**src/rtl/sudoku_pkg.sv**
```systemverilog
// sudoku_pkg: shared types and constants for the Sudoku game controller.
//   - game_state_e : 4-bit controller state encoding (IDLE=0 .. LOST=8)
//   - DIFF_*       : difficulty input encodings
//   - CELLS_MAX    : largest supported board (9x9)
//   - LFSR_TAPS    : tap mask for the 16-bit hint LFSR (x^16+x^14+x^13+x^11+1,
//                    right-shifting form, so the taps land on bits 0,2,3,5)
package sudoku_pkg;

    typedef enum logic [3:0] {
        S_IDLE     = 4'd0,
        S_CLEAR    = 4'd1,
        S_SET_DIFF = 4'd2,
        S_GEN      = 4'd3,
        S_PLAY     = 4'd4,
        S_CHECK    = 4'd5,
        S_WRONG    = 4'd6,
        S_FIN      = 4'd7,
        S_LOST     = 4'd8
    } game_state_e;

    localparam logic [1:0] DIFF_NONE = 2'b00;
    localparam logic [1:0] DIFF_EASY = 2'b01;
    localparam logic [1:0] DIFF_MED  = 2'b10;
    localparam logic [1:0] DIFF_HARD = 2'b11;

    localparam int CELLS_MAX = 81;

    localparam logic [15:0] LFSR_TAPS = 16'h002D;

    // One Fibonacci step: XOR of the tapped bits shifts in at the MSB.
    function automatic logic [15:0] lfsr_step(input logic [15:0] cur);
        lfsr_step = {^(cur & LFSR_TAPS), cur[15:1]};
    endfunction

    // Four-bit counter increment that sticks at 15.
    function automatic logic [3:0] sat_inc4(input logic [3:0] cur);
        if (cur == 4'd15) begin
            sat_inc4 = cur;
        end else begin
            sat_inc4 = cur + 4'd1;
        end
    endfunction

endpackage

```
**src/rtl/sudoku_hint_lfsr.sv**
```systemverilog
// sudoku_hint_lfsr: free-running 16-bit Fibonacci LFSR used to pick hint cells.
//   clk   : rising-edge clock
//   rst   : asynchronous active-high reset, loads SEED
//   en    : advance enable
//   idx_o : low IDX_W bits of the current LFSR value (candidate cell index)
module sudoku_hint_lfsr
    import sudoku_pkg::*;
#(
    parameter logic [15:0] SEED  = 16'hACE1,
    parameter int          IDX_W = 4
) (
    input  logic             clk,
    input  logic             rst,
    input  logic             en,
    output logic [IDX_W-1:0] idx_o
);

    logic [15:0] lfsr_q;
    logic [15:0] lfsr_d;

    // Next LFSR value.
    always_comb begin
        if (en) begin
            lfsr_d = lfsr_step(lfsr_q);
        end else begin
            lfsr_d = lfsr_q;
        end
    end

    // LFSR register.
    always_ff @(posedge clk or posedge rst) begin
        if (rst) begin
            lfsr_q <= SEED;
        end else begin
            lfsr_q <= lfsr_d;
        end
    end

    assign idx_o = lfsr_q[IDX_W-1:0];

endmodule

```
**src/rtl/sudoku_game_ctrl.sv**
```systemverilog
// sudoku_game_ctrl: sequences a Sudoku game (clear, difficulty, hint-mask
// generation, guessing, datapath check with timeout, win/lose).
//   clka/restart        : clock, asynchronous active-high reset
//   enter               : player confirm level (rising edge used)
//   difficulty          : 01 easy, 10 medium, 11 hard, 00 invalid
//   solved/solved_valid : datapath verdict and its one-cycle strobe
//   state               : current state encoding
//   set_board/clear_board, dp_check, fill_flag, wrong_cnt, won, lost : outputs
// Optional feature: define SUDOKU_LOCKOUT_EN to enforce MAX_WRONG and make
// LOST reachable; otherwise WRONG always returns to PLAY and lost is 0.
module sudoku_game_ctrl
    import sudoku_pkg::*;
#(
    parameter int          N             = 4,
    parameter int          HINTS_EASY    = 10,
    parameter int          HINTS_MED     = 7,
    parameter int          HINTS_HARD    = 4,
    parameter int          MAX_WRONG     = 3,
    parameter int          CHECK_TIMEOUT = 15,
    parameter logic [15:0] LFSR_SEED     = 16'hACE1
) (
    input  logic             clka,
    input  logic             restart,
    input  logic             enter,
    input  logic [1:0]       difficulty,
    input  logic             solved,
    input  logic             solved_valid,
    output logic [3:0]       state,
    output logic             set_board,
    output logic             clear_board,
    output logic             dp_check,
    output logic [N*N-1:0]   fill_flag,
    output logic [3:0]       wrong_cnt,
    output logic             won,
    output logic             lost
);

    localparam int CELLS = N * N;
    localparam int IW    = $clog2(CELLS);
    localparam int HCW   = $clog2(CELLS_MAX + 1);
    localparam int TW    = $clog2(CHECK_TIMEOUT + 1);

    localparam logic [HCW-1:0] TGT_EASY    = HCW'(HINTS_EASY);
    localparam logic [HCW-1:0] TGT_MED     = HCW'(HINTS_MED);
    localparam logic [HCW-1:0] TGT_HARD    = HCW'(HINTS_HARD);
    localparam logic [TW-1:0]  TMO_LAST    = TW'(CHECK_TIMEOUT);
    localparam logic [3:0]     WRONG_LIMIT = 4'(MAX_WRONG);
`ifdef SUDOKU_LOCKOUT_EN
    localparam logic LOCKOUT_ON = 1'b1;
`else
    localparam logic LOCKOUT_ON = 1'b0;
`endif

    game_state_e    state_q, state_d;
    logic           enter_q;
    logic [CELLS-1:0] fill_q, fill_d;
    logic [3:0]     wrong_q, wrong_d;
    logic [HCW-1:0] hint_q, hint_d;
    logic [HCW-1:0] target_q, target_d;
    logic [TW-1:0]  tmo_q, tmo_d;
    logic           dp_check_q, dp_check_d;

    logic [IW-1:0]  lfsr_idx_s;
    logic           rise_s;
    logic           idx_ok_s;
    logic           lockout_hit_s;

    sudoku_hint_lfsr #(
        .SEED  (LFSR_SEED),
        .IDX_W (IW)
    ) u_lfsr (
        .clk   (clka),
        .rst   (restart),
        .en    (1'b1),
        .idx_o (lfsr_idx_s)
    );

    assign rise_s        = enter & ~enter_q;
    // A candidate is usable only if it lands on the board and is not yet a hint.
    assign idx_ok_s      = (int'(lfsr_idx_s) < CELLS) && !fill_q[lfsr_idx_s];
    assign lockout_hit_s = LOCKOUT_ON && (wrong_q >= WRONG_LIMIT);

    // Next-state and datapath update logic.
    always_comb begin
        state_d  = state_q;
        fill_d   = fill_q;
        wrong_d  = wrong_q;
        hint_d   = hint_q;
        target_d = target_q;
        tmo_d    = tmo_q;
        case (state_q)
            S_IDLE: begin
                if (rise_s) state_d = S_CLEAR;
                else        state_d = S_IDLE;
            end
            S_CLEAR: begin
                fill_d  = '0;
                wrong_d = 4'd0;
                hint_d  = '0;
                state_d = S_SET_DIFF;
            end
            S_SET_DIFF: begin
                if (rise_s) begin
                    case (difficulty)
                        DIFF_EASY: begin target_d = TGT_EASY; state_d = S_GEN; end
                        DIFF_MED:  begin target_d = TGT_MED;  state_d = S_GEN; end
                        DIFF_HARD: begin target_d = TGT_HARD; state_d = S_GEN; end
                        DIFF_NONE: state_d = S_SET_DIFF;
                        default:   state_d = S_SET_DIFF;
                    endcase
                end else begin
                    state_d = S_SET_DIFF;
                end
            end
            S_GEN: begin
                if (idx_ok_s) begin
                    fill_d[lfsr_idx_s] = 1'b1;
                    hint_d             = hint_q + HCW'(1);
                    if (hint_q + HCW'(1) == target_q) state_d = S_PLAY;
                    else                               state_d = S_GEN;
                end else begin
                    state_d = S_GEN;
                end
            end
            S_PLAY: begin
                if (rise_s) begin
                    state_d = S_CHECK;
                    tmo_d   = '0;
                end else begin
                    state_d = S_PLAY;
                end
            end
            S_CHECK: begin
                // A verdict on the timeout cycle takes priority over the timeout.
                if (solved_valid) begin
                    if (solved) begin
                        state_d = S_FIN;
                    end else begin
                        state_d = S_WRONG;
                        wrong_d = sat_inc4(wrong_q);
                    end
                end else if (tmo_q == TMO_LAST) begin
                    state_d = S_WRONG;
                    wrong_d = sat_inc4(wrong_q);
                end else begin
                    tmo_d = tmo_q + TW'(1);
                end
            end
            S_WRONG: begin
                if (rise_s) begin
                    if (lockout_hit_s) state_d = S_LOST;
                    else               state_d = S_PLAY;
                end else begin
                    state_d = S_WRONG;
                end
            end
            S_FIN:   state_d = S_FIN;
            S_LOST:  state_d = S_LOST;
            default: state_d = S_IDLE;
        endcase
        dp_check_d = (state_d == S_CHECK) && (state_q != S_CHECK);
    end

    // Controller registers.
    always_ff @(posedge clka or posedge restart) begin
        if (restart) begin
            state_q    <= S_IDLE;
            enter_q    <= 1'b0;
            fill_q     <= '0;
            wrong_q    <= 4'd0;
            hint_q     <= '0;
            target_q   <= '0;
            tmo_q      <= '0;
            dp_check_q <= 1'b0;
        end else begin
            state_q    <= state_d;
            enter_q    <= enter;
            fill_q     <= fill_d;
            wrong_q    <= wrong_d;
            hint_q     <= hint_d;
            target_q   <= target_d;
            tmo_q      <= tmo_d;
            dp_check_q <= dp_check_d;
        end
    end

    assign state       = state_q;
    assign set_board   = (state_q == S_CLEAR) || (state_q == S_SET_DIFF);
    assign clear_board = (state_q == S_CLEAR);
    assign dp_check    = dp_check_q;
    assign fill_flag   = fill_q;
    assign wrong_cnt   = wrong_q;
    assign won         = (state_q == S_FIN);
`ifdef SUDOKU_LOCKOUT_EN
    assign lost        = (state_q == S_LOST);
`else
    assign lost        = 1'b0;
`endif

endmodule
```
**config.mk**
```make
export PLATFORM = sky130hd
export DESIGN_NAME = sudoku_game_ctrl
export DESIGN_NICKNAME = d
export VERILOG_FILES = /design/src/rtl/sudoku_pkg.sv /design/src/rtl/sudoku_hint_lfsr.sv /design/src/rtl/sudoku_game_ctrl.sv
export SDC_FILE = /design/constraint.sdc
export NUM_CORES = 1
export LEC_CHECK = 0
export BUFFER_PORTS_ARGS = -buffer_cell sky130_fd_sc_hd__buf_2
export CORE_ASPECT_RATIO = 1.25
export CORE_MARGIN = 3
export CORE_UTILIZATION = 30
export DETAILED_ROUTE_END_ITERATION = 8
export GPL_ROUTABILITY_DRIVEN = 0
export PLACE_DENSITY_LB_ADDON = 0.08
export SKIP_CTS_REPAIR_TIMING = 1
export SYNTH_ARGS = -nofsm -noshare
export SYNTH_HDL_FRONTEND = slang
export SYNTH_SLANG_ARGS = --single-unit
```
**constraint.sdc**
```tcl
create_clock -name clka -period 4.1 [get_ports clka]
set_input_delay 0.41 -clock clka [delete_from_list [all_inputs] [get_ports clka]]
set_output_delay 0.41 -clock clka [all_outputs]
set_load 0.05 [all_outputs]
```
==> metrics.yaml <==
run_status:
  status: "complete, no violations"
setup_path:
  regToRegStartpoint: "u_lfsr.lfsr_q[0]"
  crit_path_end_kind: "output port"
  crit_fanout: 24
  startpoint: "state[0]"
  critPathRequiredTime_ps: 3690
  worst-setup-path-type: "flop to output port"
  cp-start-kind: "flop"
  ff2ff_path_depth: 6
  rrSetupSlack_ps: 1640
  worst_ep_arrival_time_ps: 2250
  r2r_end: "hint_q[4]"
synthesis:
  yosys_register_bits: 57
  syn-num-nets: 267
  yosysMostFrequentCell: "dfrtp_1"
  ys_warn_count: 0
  ys_async_sr_fraction: 1.00
  ys_seq_area_frac: 0.519
  synth_cell_type_count: 59
  synthTopCellsByCount: "49 x dfrtp_1, 30 x nor2_1, 17 x a31oi_1"
  netlist_instances: 253
  synthTopCellsByArea: "dfrtp_1 44%, dfstp_2 7.6%, nor2_1 4.1%"
  synth_ff_type: "dfrtp_1"
  synth_top_area_share: 0.443
  synth_edf_count: 0
  synth.avg_cell_area_sq_um: 10.9
  synth_area_sq_um: 2770
  synth_area_leader_cell: "dfrtp_1"
global_route:
  grt_use_met2: 0.203
  gr-usage-met1: 0.166
  top_usage_layer: "met2"
  grt_pass1_vias: 2072
  use_met3: 0.0310
  track_usage: 0.130
  antenna_found_initial: 0
  grt_pass1_wl_mm: 10.6
  grt_overflow: 0
  grt_max_degree: 39
cells_and_area:
  antenna_cells: 0
  area_delta_synth_final_pct: 16.4
  nNetsFinal: 300
  drive_gt1_frac: 0.271
  fill_cells: 934
timing:
  finalClockSkew_ps: 10.1
  max_slew_margin: 0.468
  hold_viol: 0
  min_period_over_period: 0.649
  clock.fmax_mhz: 376
  worst_slew_pin_slew_ps: 797
  whs_ps: 203
  fin_tns_setup_ps: 0
  rsz0062_at_grt: "false"
  setup_violations: 0
  maxSlewViolCount: 0
  fin_crit_ps: 2660
routing:
  first_iter_violations: 61
  wl_per_cell_microns: 15.1
  ant_nets: 0
  via_count: 1970
  drtPass1Iterations: 4
  vias_per_cell: 4.79
  drc: 0
  drt-total-wl_mm: 6.19
min_path:
  min_from: "enter"
  hold_depth: 1
  hold_path_class: "input port to flop"
  holdPathEnd: "enter_q"
floorplanning:
  die_y_microns: 113
  ios: 36
  core-area_sq_um: 8840
  initial_core_util: 0.313
  die_w_microns: 91.9
  rows: 38
  design.die.area_sq_um: 10400
pwr:
  report.power.total_mw: 2.04
  p_per_area_nw_per_um2: 634
  power_leakage_nw: 1.49
  ir_drop_mv: 0.178
place:
  post-dp-hpwl_mm: 4.25
  port_buffers: 34
clock_tree:
  cts_root_buffer: "clkbuf_8"
  clockBufferDepth: 2
  clk_latency_ps: 330
  cts_tree: "yes"
  cts_htree_levels: 3
  clkTransAtPathRegs_ps: 60
  cts.sinks: 57
  cts_buffers: 9
job:
  drv_cap: 0
-- per-layer routing --
| metal | up-vias | wire length (microns) |
|---|---|---|
| li1 | 962 | - |
| met1 | 943 | 2830 |
| met2 | 50 | 2880 |
| met3 | 15 | 286 |
| met4 | 0 | 189 |
| met5 | - | 0 |
-- placed cells by master (no fill, tap or decap), drive strengths merged, types with 3 or more instances in the layout --
| master | instances |
|---|---|
| a21oi | 7 |
| a31oi | 17 |
| and2 | 3 |
| and2b | 3 |
| and3 | 4 |
| buf | 35 |
| bufinv | 3 |
| clkbuf | 11 |
| dfrtp | 49 |
| dfstp | 8 |
| ha | 7 |
| inv | 13 |
| mux2i | 4 |
| mux4 | 4 |
| nand2 | 17 |
| nand2b | 6 |
| nand3 | 4 |
| nand4 | 4 |
| nor2 | 30 |
| nor3 | 5 |
| nor4 | 3 |
| o21ai | 7 |
| xnor2 | 6 |
| xor2 | 4 |
-- cell families after synthesis --
| logic type | synth area share |
|---|---|
| adder cells (fa/ha/maj) | 0.0316 |
| XOR/XNOR | 0.0316 |
| buffers and inverters | 0.0605 |
| other | 0.00135 |
| AO/OA/AOI/OAI | 0.131 |
| flip-flops | 0.519 |
| multiplexers | 0.0578 |
| AND/OR/NAND/NOR | 0.167 |
-- metrics by stage --
stage / utilization / cell area, sq um / worst slack (ps) / cells
floorplan: - / 2770 / 1600 / 253
global placement: 0.337 / 2980 / 1710 / 395
detailed placement: 0.337 / 2980 / 1660 / 395
CTS: 0.364 / 3220 / 1410 / 411
global route: 0.364 / 3220 / 1310 / 411
finish: 0.364 / 3220 / 1440 / 411
-- final cells by class --
cell class	count	area, sq um	area share
sequential	57	1440	0.446
multi-input combinational	170	1160	0.362
timing repair buffer	35	178	0.0551
tap	120	150	0.0466
clock buffer	11	141	0.0439
clock inverter	5	103	0.0318
inverter	13	48.8	0.0151
-- how the worst max path moves through the flow --
stage,end,cells after the start,slack [ps]
after global placement,hint_q[4],6,1710
final,clear_board,4,1440
after global routing,clear_board,4,1310
after CTS,clear_board,4,1410
after detailed placement,hint_q[4],6,1660
after floorplan,clear_board,5,1600
-- sequential cells by signal, indices dropped and copies added, names as in the netlist --
| name | flops |
|---|---|
| dp_check | 1 |
| fill_flag | 16 |
| state | 4 |
| tmo_q | 4 |
| wrong_cnt | 4 |
| enter_q | 1 |
| hint_q | 7 |
| u_lfsr.lfsr_q | 16 |
| target_q | 4 |
-- report_power, final --
group / total [mW] / leakage [nW] / internal (mW) / switching (mW)
sequential: 0.758 / 0.737 / 0.643 / 0.115
clock: 0.650 / 0.120 / 0.420 / 0.230
combinational: 0.633 / 0.635 / 0.217 / 0.416
-- critical path: stages, from the launching register on --
cell and delay (ps):
dfrtp_1 570, nand2b_1 220, or3_1 410, inv_2 360, buf_2 350
Power figures use the tool's default switching activity.
